[config.mk]
export PLATFORM = sky130hd
export DESIGN_NAME = instr_sequencer_flat
export DESIGN_NICKNAME = d
export VERILOG_FILES = /design/src/rtl/instr_sequencer_if.sv /design/src/rtl/instr_sequencer.sv /design/src/flat_wrapper.sv
export SDC_FILE = /design/constraint.sdc
export NUM_CORES = 1
export LEC_CHECK = 0
export ABC_AREA = 1
export CORE_UTILIZATION = 52
export DETAILED_ROUTE_END_ITERATION = 7
export MAX_ROUTING_LAYER = met4
export PLACE_DENSITY = 0.75
export SYNTH_ARGS = -nofsm -noshare
export SYNTH_HDL_FRONTEND = slang
export SYNTH_SLANG_ARGS = --single-unit
[constraint.sdc]
create_clock -name clk -period 2 [get_ports clk]
set_clock_uncertainty 0.05 [all_clocks]
set_input_delay 0.3 -clock clk [delete_from_list [all_inputs] [get_ports clk]]
set_output_delay 0.3 -clock clk [all_outputs]
set_load 0.02 [all_outputs]
[src/rtl/instr_sequencer_if.sv]
// Handshake bundle between instr_sequencer and control_unit.
// Master presents instructions; slave answers with cu_ready.
interface instr_sequencer_if;
    logic [15:0] instruction;
    logic        instr_valid;
    logic        cu_ready;

    modport master (
        output instruction,
        output instr_valid,
        input  cu_ready
    );

    modport slave (
        input  instruction,
        input  instr_valid,
        output cu_ready
    );
endinterface

[src/rtl/instr_sequencer.sv]
// Instruction fetch/issue sequencer feeding control_unit.
// Walks a small program memory from address 0 and halts on END.
module instr_sequencer #(
    parameter int IMEM_DEPTH     = 8,
    parameter int ADDR_W         = 3,
    parameter int COMPUTE_CYCLES = 6
) (
    input  logic              clk,
    input  logic              reset,
    input  logic              start,
    input  logic              imem_wr_en,
    input  logic [ADDR_W-1:0] imem_wr_addr,
    input  logic [15:0]       imem_wr_data,
    instr_sequencer_if.master cu,
    output logic [ADDR_W-1:0] pc,
    output logic              busy,
    output logic              done,
    output logic              error
);

    localparam int CNT_W = (COMPUTE_CYCLES > 1) ? $clog2(COMPUTE_CYCLES) : 1;

    localparam logic [2:0] OP_END     = 3'b000;
    localparam logic [2:0] OP_COMPUTE = 3'b100;

    typedef enum logic [2:0] {
        S_IDLE,
        S_FETCH,
        S_ISSUE,
        S_HOLD,
        S_DONE
    } state_t;

    state_t            state_q, state_d;
    logic [ADDR_W-1:0] pc_q, pc_d;
    logic [15:0]       ir_q, ir_d;
    logic [CNT_W-1:0]  cnt_q, cnt_d;
    logic              err_q, err_d;
    logic [15:0]       imem_q [IMEM_DEPTH];

    logic [2:0] op;
    logic       is_end;
    logic       is_ill;
    logic       at_last;
    logic       wr_ok;
    logic       valid;

    assign op      = ir_q[15:13];
    assign is_end  = (op == OP_END);
    assign is_ill  = (op == 3'b110) || (op == 3'b111);
    assign at_last = (pc_q == ADDR_W'(IMEM_DEPTH - 1));
    assign wr_ok   = (state_q == S_IDLE) || (state_q == S_DONE);

    // Program memory survives reset; it is only writable while stopped.
    always_ff @(posedge clk) begin
        if (wr_ok && imem_wr_en) begin
            imem_q[imem_wr_addr] <= imem_wr_data;
        end
    end

    always_ff @(posedge clk) begin
        if (reset) begin
            state_q <= S_IDLE;
            pc_q    <= '0;
            ir_q    <= '0;
            cnt_q   <= '0;
            err_q   <= 1'b0;
        end else begin
            state_q <= state_d;
            pc_q    <= pc_d;
            ir_q    <= ir_d;
            cnt_q   <= cnt_d;
            err_q   <= err_d;
        end
    end

    always_comb begin
        state_d = state_q;
        pc_d    = pc_q;
        ir_d    = ir_q;
        cnt_d   = cnt_q;
        err_d   = err_q;
        case (state_q)
            S_IDLE, S_DONE: begin
                if (start) begin
                    state_d = S_FETCH;
                    pc_d    = '0;
                    err_d   = 1'b0;
                end
            end
            S_FETCH: begin
                ir_d    = imem_q[pc_q];
                state_d = S_ISSUE;
            end
            S_ISSUE: begin
                unique case (1'b1)
                    is_end: state_d = S_DONE;
                    is_ill: begin
                        err_d   = 1'b1;
                        state_d = S_DONE;
                    end
                    default: begin
                        if (cu.cu_ready) begin
                            if (op == OP_COMPUTE && COMPUTE_CYCLES > 1) begin
                                cnt_d   = CNT_W'(1);
                                state_d = S_HOLD;
                            end else if (at_last) begin
                                state_d = S_DONE;
                            end else begin
                                pc_d    = pc_q + 1'b1;
                                state_d = S_FETCH;
                            end
                        end
                    end
                endcase
            end
            S_HOLD: begin
                cnt_d = cnt_q + 1'b1;
                if (cnt_q == CNT_W'(COMPUTE_CYCLES - 1)) begin
                    cnt_d = '0;
                    if (at_last) begin
                        state_d = S_DONE;
                    end else begin
                        pc_d    = pc_q + 1'b1;
                        state_d = S_FETCH;
                    end
                end
            end
            default: state_d = S_IDLE;
        endcase
    end

    // Outputs depend on state only; cu_ready merely moves the FSM.
    assign valid = ((state_q == S_ISSUE) && !is_end && !is_ill)
                || (state_q == S_HOLD);

    assign cu.instr_valid = valid;
    assign cu.instruction = valid ? ir_q : 16'h0000;
    assign pc    = pc_q;
    assign busy  = (state_q == S_FETCH) || (state_q == S_ISSUE)
                || (state_q == S_HOLD);
    assign done  = (state_q == S_DONE);
    assign error = err_q;

endmodule

[src/flat_wrapper.sv]
// flat-port wrapper written by rule: the top's interface ports become plain ports
module instr_sequencer_flat 
#(
    parameter int IMEM_DEPTH     = 8,
    parameter int ADDR_W         = 3,
    parameter int COMPUTE_CYCLES = 6
)
  (clk, reset, start, imem_wr_en, imem_wr_addr, imem_wr_data, pc, busy, done, error, cu_instruction, cu_instr_valid, cu_cu_ready);
  instr_sequencer_if cu_i ();
  input  logic clk;
  input  logic reset;
  input  logic start;
  input  logic imem_wr_en;
  input  logic [ADDR_W-1:0] imem_wr_addr;
  input  logic [15:0] imem_wr_data;
  output logic [ADDR_W-1:0] pc;
  output logic busy;
  output logic done;
  output logic error;
  output wire logic [$bits(cu_i.instruction)-1:0] cu_instruction;
  output wire logic [$bits(cu_i.instr_valid)-1:0] cu_instr_valid;
  input wire logic [$bits(cu_i.cu_ready)-1:0] cu_cu_ready;
  assign cu_instruction = cu_i.instruction;
  assign cu_instr_valid = cu_i.instr_valid;
  assign cu_i.cu_ready = cu_cu_ready;
  instr_sequencer #(.IMEM_DEPTH(IMEM_DEPTH), .ADDR_W(ADDR_W), .COMPUTE_CYCLES(COMPUTE_CYCLES)) u_core (.clk(clk), .reset(reset), .start(start), .imem_wr_en(imem_wr_en), .imem_wr_addr(imem_wr_addr), .imem_wr_data(imem_wr_data), .cu(cu_i), .pc(pc), .busy(busy), .done(done), .error(error));
endmodule
# Word level (Yosys, flattened, before mapping)
# Memories as Yosys holds them, arrays and structs flattened. A register that Yosys moved wholly into a read port is not among the register bits.
# Cells that the tools add are included.
# totals
inputBits	24
mem_bits_rw	128
out_inout_bits	23
n_memories	1
register_bits	10
# mem_list
memory	words	word_bits	rd	rd_clocked_by_memory_dff	write_ports	line_no	rtl
u_core.imem_q	8	16	1	1	1	instr_sequencer.sv:39	logic [15:0] imem_q [IMEM_DEPTH];
# classes
mux	25
eq_ne	17
add_sub_neg	2
reduce_logical	21
# ops
cell	count
$mux 3	16
$eq 3x3->1 const B	6
$mux 16	1
$pmux 3 s4	1
$pmux 3 s3	1
$ne 2x2->1 const B	4
$add 3x1->3 const B	2
$eq 3x2->1 const B	2
$logic_not 3->1	2
$ne 2x1->1 const B	3
$pmux 3 s2	1
$reduce_and 3->1	2
$reduce_and 6->1	1
$logic_or 1x1->1	5
$mux 1	4
$reduce_and 4->1	1
$reduce_bool 2->1	2
$reduce_or 2->1	2
$eq 3x1->1 const B	1
$logic_and 1x1->1	3
$ne 3x3->1 const B	1
$reduce_bool 3->1	1
$logic_not 1->1	2
$pmux 1 s2	1

# Logic depth before layout (Yosys ltp)
# logic_depth
word_depth	6
depth_mapped	9

# Worst setup path after synthesis
# Ideal clock, no wire load.
# synth_timing
kind	flip-flop to flip-flop
from	register u_core.state_q[1]
to	memory u_core.imem_q[6][0], enable pin
stages_incl_launch_ff	6
n_path_buf	0
setup_slack_ps	11
period_less_slack_ps	1989
arrival_ps	1551
cell_sequence	dfxtp_1 nor2_1 inv_1 nor2_1 nand2_1 nor2_1
# synth_between
elab_chain_cells	5
# synth_rtl
item	line_no	rtl
from (decl)	instr_sequencer.sv:34	state_t state_q, state_d;
from (signal assigned)	instr_sequencer.sv:69	state_q <= state_d;
$eq 3x3->1 or $logic_not 3->1 (tied branches)	instr_sequencer.sv:52	assign wr_ok = (state_q == S_IDLE) || (state_q == S_DONE);
$logic_or 1x1->1 *	instr_sequencer.sv:52	
$logic_and 1x1->1 *	instr_sequencer.sv:56	if (wr_ok && imem_wr_en) begin
$mux 1 *	instr_sequencer.sv:56	
$mux 1 (not written as such) *	instr_sequencer.sv:57	imem_q[imem_wr_addr] <= imem_wr_data;
to (decl)	instr_sequencer.sv:39	
# Every way passes the cells marked *; elsewhere a longest branch is shown, timed or not.

# Final worst setup path
# layout_timing
from	register u_core.ir_q[14] (read register of u_core.imem_q)
to	output port cu_instruction[10]
# layout_between
elab_chain_cells	6
# layout_rtl
item	line_no	rtl
from (decl)	instr_sequencer.sv:36	logic [15:0] ir_q, ir_d;
$eq 3x3->1 or $logic_not 3->1 (tied branches)	instr_sequencer.sv:50, instr_sequencer.sv:49	
$logic_or 1x1->1 or $logic_not 1->1 (tied branches)	instr_sequencer.sv:50, instr_sequencer.sv:134	
$logic_not 1->1 or $logic_and 1x1->1 (tied branches)	instr_sequencer.sv:134	assign valid = ((state_q == S_ISSUE) && !is_end && !is_ill)
$logic_and 1x1->1 *	instr_sequencer.sv:134	
$logic_or 1x1->1 *	instr_sequencer.sv:135	|| (state_q == S_HOLD);
$mux 16 *	instr_sequencer.sv:138	assign cu.instruction = valid ? ir_q : 16'h0000;
to (decl)	flat_wrapper.sv:20	output wire logic [$bits(cu_i.instruction)-1:0] cu_instruction;
# Marks and branches as above.

==> flow_summary.toml <==
[run_status]
status = "finished, violations left"
violations = "negative setup slack"

[logic_synthesis]
synth_mux_area_frac = 0
syn_area_mm2 = 0.00640
synthSimpleGateAreaFrac = 0.190
synth-seq-cells = 154
yosys.cell_types.count = 22
synthXorXnorAreaFrac = 0
ys_seq_area_frac = 0.681
synth_compound_area_frac = 0.0776
avgSynthCellArea_um2 = 10.3
yosys_warnings = 0
syn_inst = 619
synthAdderAreaFrac = 0.00391
synth_top_family_by_area = "simple AND/OR/NAND/NOR gates"
synth_fp_nets = 645

[grt]
grt_first_pass_wirelength_mm = 22.9
grt_pass1_vias = 4406
gr-total-overflow = 0
grt_use_met3 = 0.0589
grt_antenna_before_repair = 0
grt_usage = 0.250
met2_usage = 0.385
use_met1 = 0.322
grt_max_degree = 49
top_usage_layer = "met2"

[timing]
final_max_slew_viol_count = 0
setup_viol = 9
finalWorstPathRequiredPeriod_ns = 2.01
worstMarginPinSlew_ns = 0.739
fmax_mhz = 497
hold_viol = 0
max-slew-margin-rel = 0.507
final.setup.worst_slack_ns = -0.0108
rsz0062_at_grt = "true"
fin_crit_sh = 1.01
finalSetupTns_ns = -0.0415

[final_layout]
fin_util = 0.654
drive_above_1_share = 0.176
final_common_cell = "nor2_1"
fin_area_mm2 = 0.00786
final_cell_mix = "nor2_1 (153), edfxtp_1 (128), o21ai_0 (67)"
multi_input_area_mm2 = 0.00179
syn2layout_area_growth_pct = 22.7
register_area_mm2 = 0.00437
nets = 718
antenna_cells = 0
fin_cells = 852
fillers = 917

[critical_path]
criticalPathCategory = "reg2out"
cp-start-kind = "flip-flop"
arrival_ns = 1.66
cp_max_fo = 6
end_kind = "output port"
crit_required_ns = 1.65

[routing]
drcViolationCount = 0
antenna_left = 0
finalWirelength_mm = 14.5
avgRoutedWirePerCell_um = 17.0
dr.pass1.iters = 5
via_per_inst = 5.45
vias = 4643
drtIter0Drc = 555

[power]
clkPwrFrac = 0.381
p_leak_nw = 2.85
p_sw_frac = 0.253
p_sw_mw = 1.92
combPwrFrac = 0.135
seqPwrFrac = 0.484
power_density_mw_per_mm2 = 966
power.internal_mw = 5.67
vdd_drop_max_mv = 0.595

[floorplan]
die_w_um = 113
core-area_mm2 = 0.0120
die_height_um = 113
io_pins = 47
initial_core_util = 0.533
rows = 40
die_area_mm2 = 0.0128

[place]
place_ws_ns = 0.0497
gp_congestion = 0.912
port_buffers = 46
dp.cells = 816
hpwl_mm = 9.03
postPlaceCellArea_mm2 = 0.00722

[clock_tree]
cts_tree = "yes"
clockBufferDepth = 2
clkLatencyLatePin_ns = 0.42
hold_buffers = 0
cts-htree-levels = 4
clock-sinks = 154
cts-root-buf = "clkbuf_16"
path_clk_slew_ns = 0.06
numCtsBuffers = 17

[hold_path]
worst_hold_path_type = "reg2reg"

[run]
drv_cap = 0
[cells in the mapped netlist]
cell type,count,area [µm²]
buf_1,1,3.75
nor2_1,169,634
nand2_2,6,37.5
buf_6,1,11.3
edfxtp_1,128,3840
buf_4,2,15.0
ha_1,2,25.0
inv_1,37,139
a21oi_1,27,135
clkbuf_1,11,41.3
o21ai_2,1,8.76
nor2_4,2,22.5
nand4_1,1,6.26
dfxtp_1,26,521
buf_2,15,75.1
o21ai_1,2,10.0
nor2_2,4,25.0
inv_2,5,18.8
nand3_1,58,290
o21ai_0,67,335
o21bai_1,1,7.51
nand2_1,53,199
[timing repair]
action	CTS	global route
resized for setup	22	106
cloned	0	1
buffers inserted	1	2
setup endpoints to repair	19	19
pin swaps	0	3
[flip-flops by register name, indices dropped and copies added (netlist names)]
signal / flops
u_core.pc: 3
u_core.state_q: 3
u_core.ir_q: 16
u_core.error: 1
u_core.cnt_q: 3
u_core.imem_q: 128
[through the flow]
step           hold slack (ns)  total power, mW
3_5_place_dp             0.407             4.70
2_1_floorplan            0.349             4.31
4_1_cts                  0.416             7.58
6_report                 0.417             7.60
5_1_grt                  0.437             7.91
3_3_place_gp             0.404             4.67
[layer usage]
metal	vias to the layer above	share of wire	wire length, µm
met3	25	0.072	1040
met5	-	0	0
li1	2249	-	-
met1	2188	0.42	6130
met4	0	0.017	251
met2	181	0.49	7060
[logic make-up after synthesis]
kind of cell / count (synthesis)
flops: 154
buf+inv: 72
compound gates: 98
simple gates: 293
fa+ha+maj: 2
[power by group through the flow]
stage | Clock (mW) | Sequential, mW | Combinational, mW
2_1_floorplan | 0 | 3.73 | 0.579
3_3_place_gp | 0 | 3.73 | 0.934
3_5_place_dp | 0 | 3.74 | 0.960
4_1_cts | 2.95 | 3.67 | 0.968
5_1_grt | 3.10 | 3.68 | 1.13
6_report | 2.89 | 3.68 | 1.02
[final timing paths]
check / to / from / cells after the start / slack [ns]
hold / removal: u_core.ir_q[1] / u_core.ir_q[1] / 2 / 0.42
hold reg to reg: u_core.ir_q[1] / u_core.ir_q[1] / 2 / 0.42
setup / recovery: cu_instruction[10] / u_core.ir_q[14] / 8 / -0.01
setup reg to reg: u_core.imem_q[0][12] / u_core.state_q[1] / 7 / 0.18
[layout make-up]
type | instances | area share
clock inverter | 12 | 0.0129
sequential | 154 | 0.556
multi-input combinational | 393 | 0.228
inverter | 42 | 0.0201
timing repair buffer | 84 | 0.105
tap | 147 | 0.0234
clock buffer | 20 | 0.0556
[critical path, cell delays in order, from the launching register on]
cell,delay (ns)
dfxtp_2,0.33
nor2_2,0.13
nand2_1,0.08
nand2_1,0.07
inv_2,0.05
o21ai_4,0.23
buf_6,0.18
nor2_2,0.05
buf_6,0.12
Power figures use the tool's default switching activity.
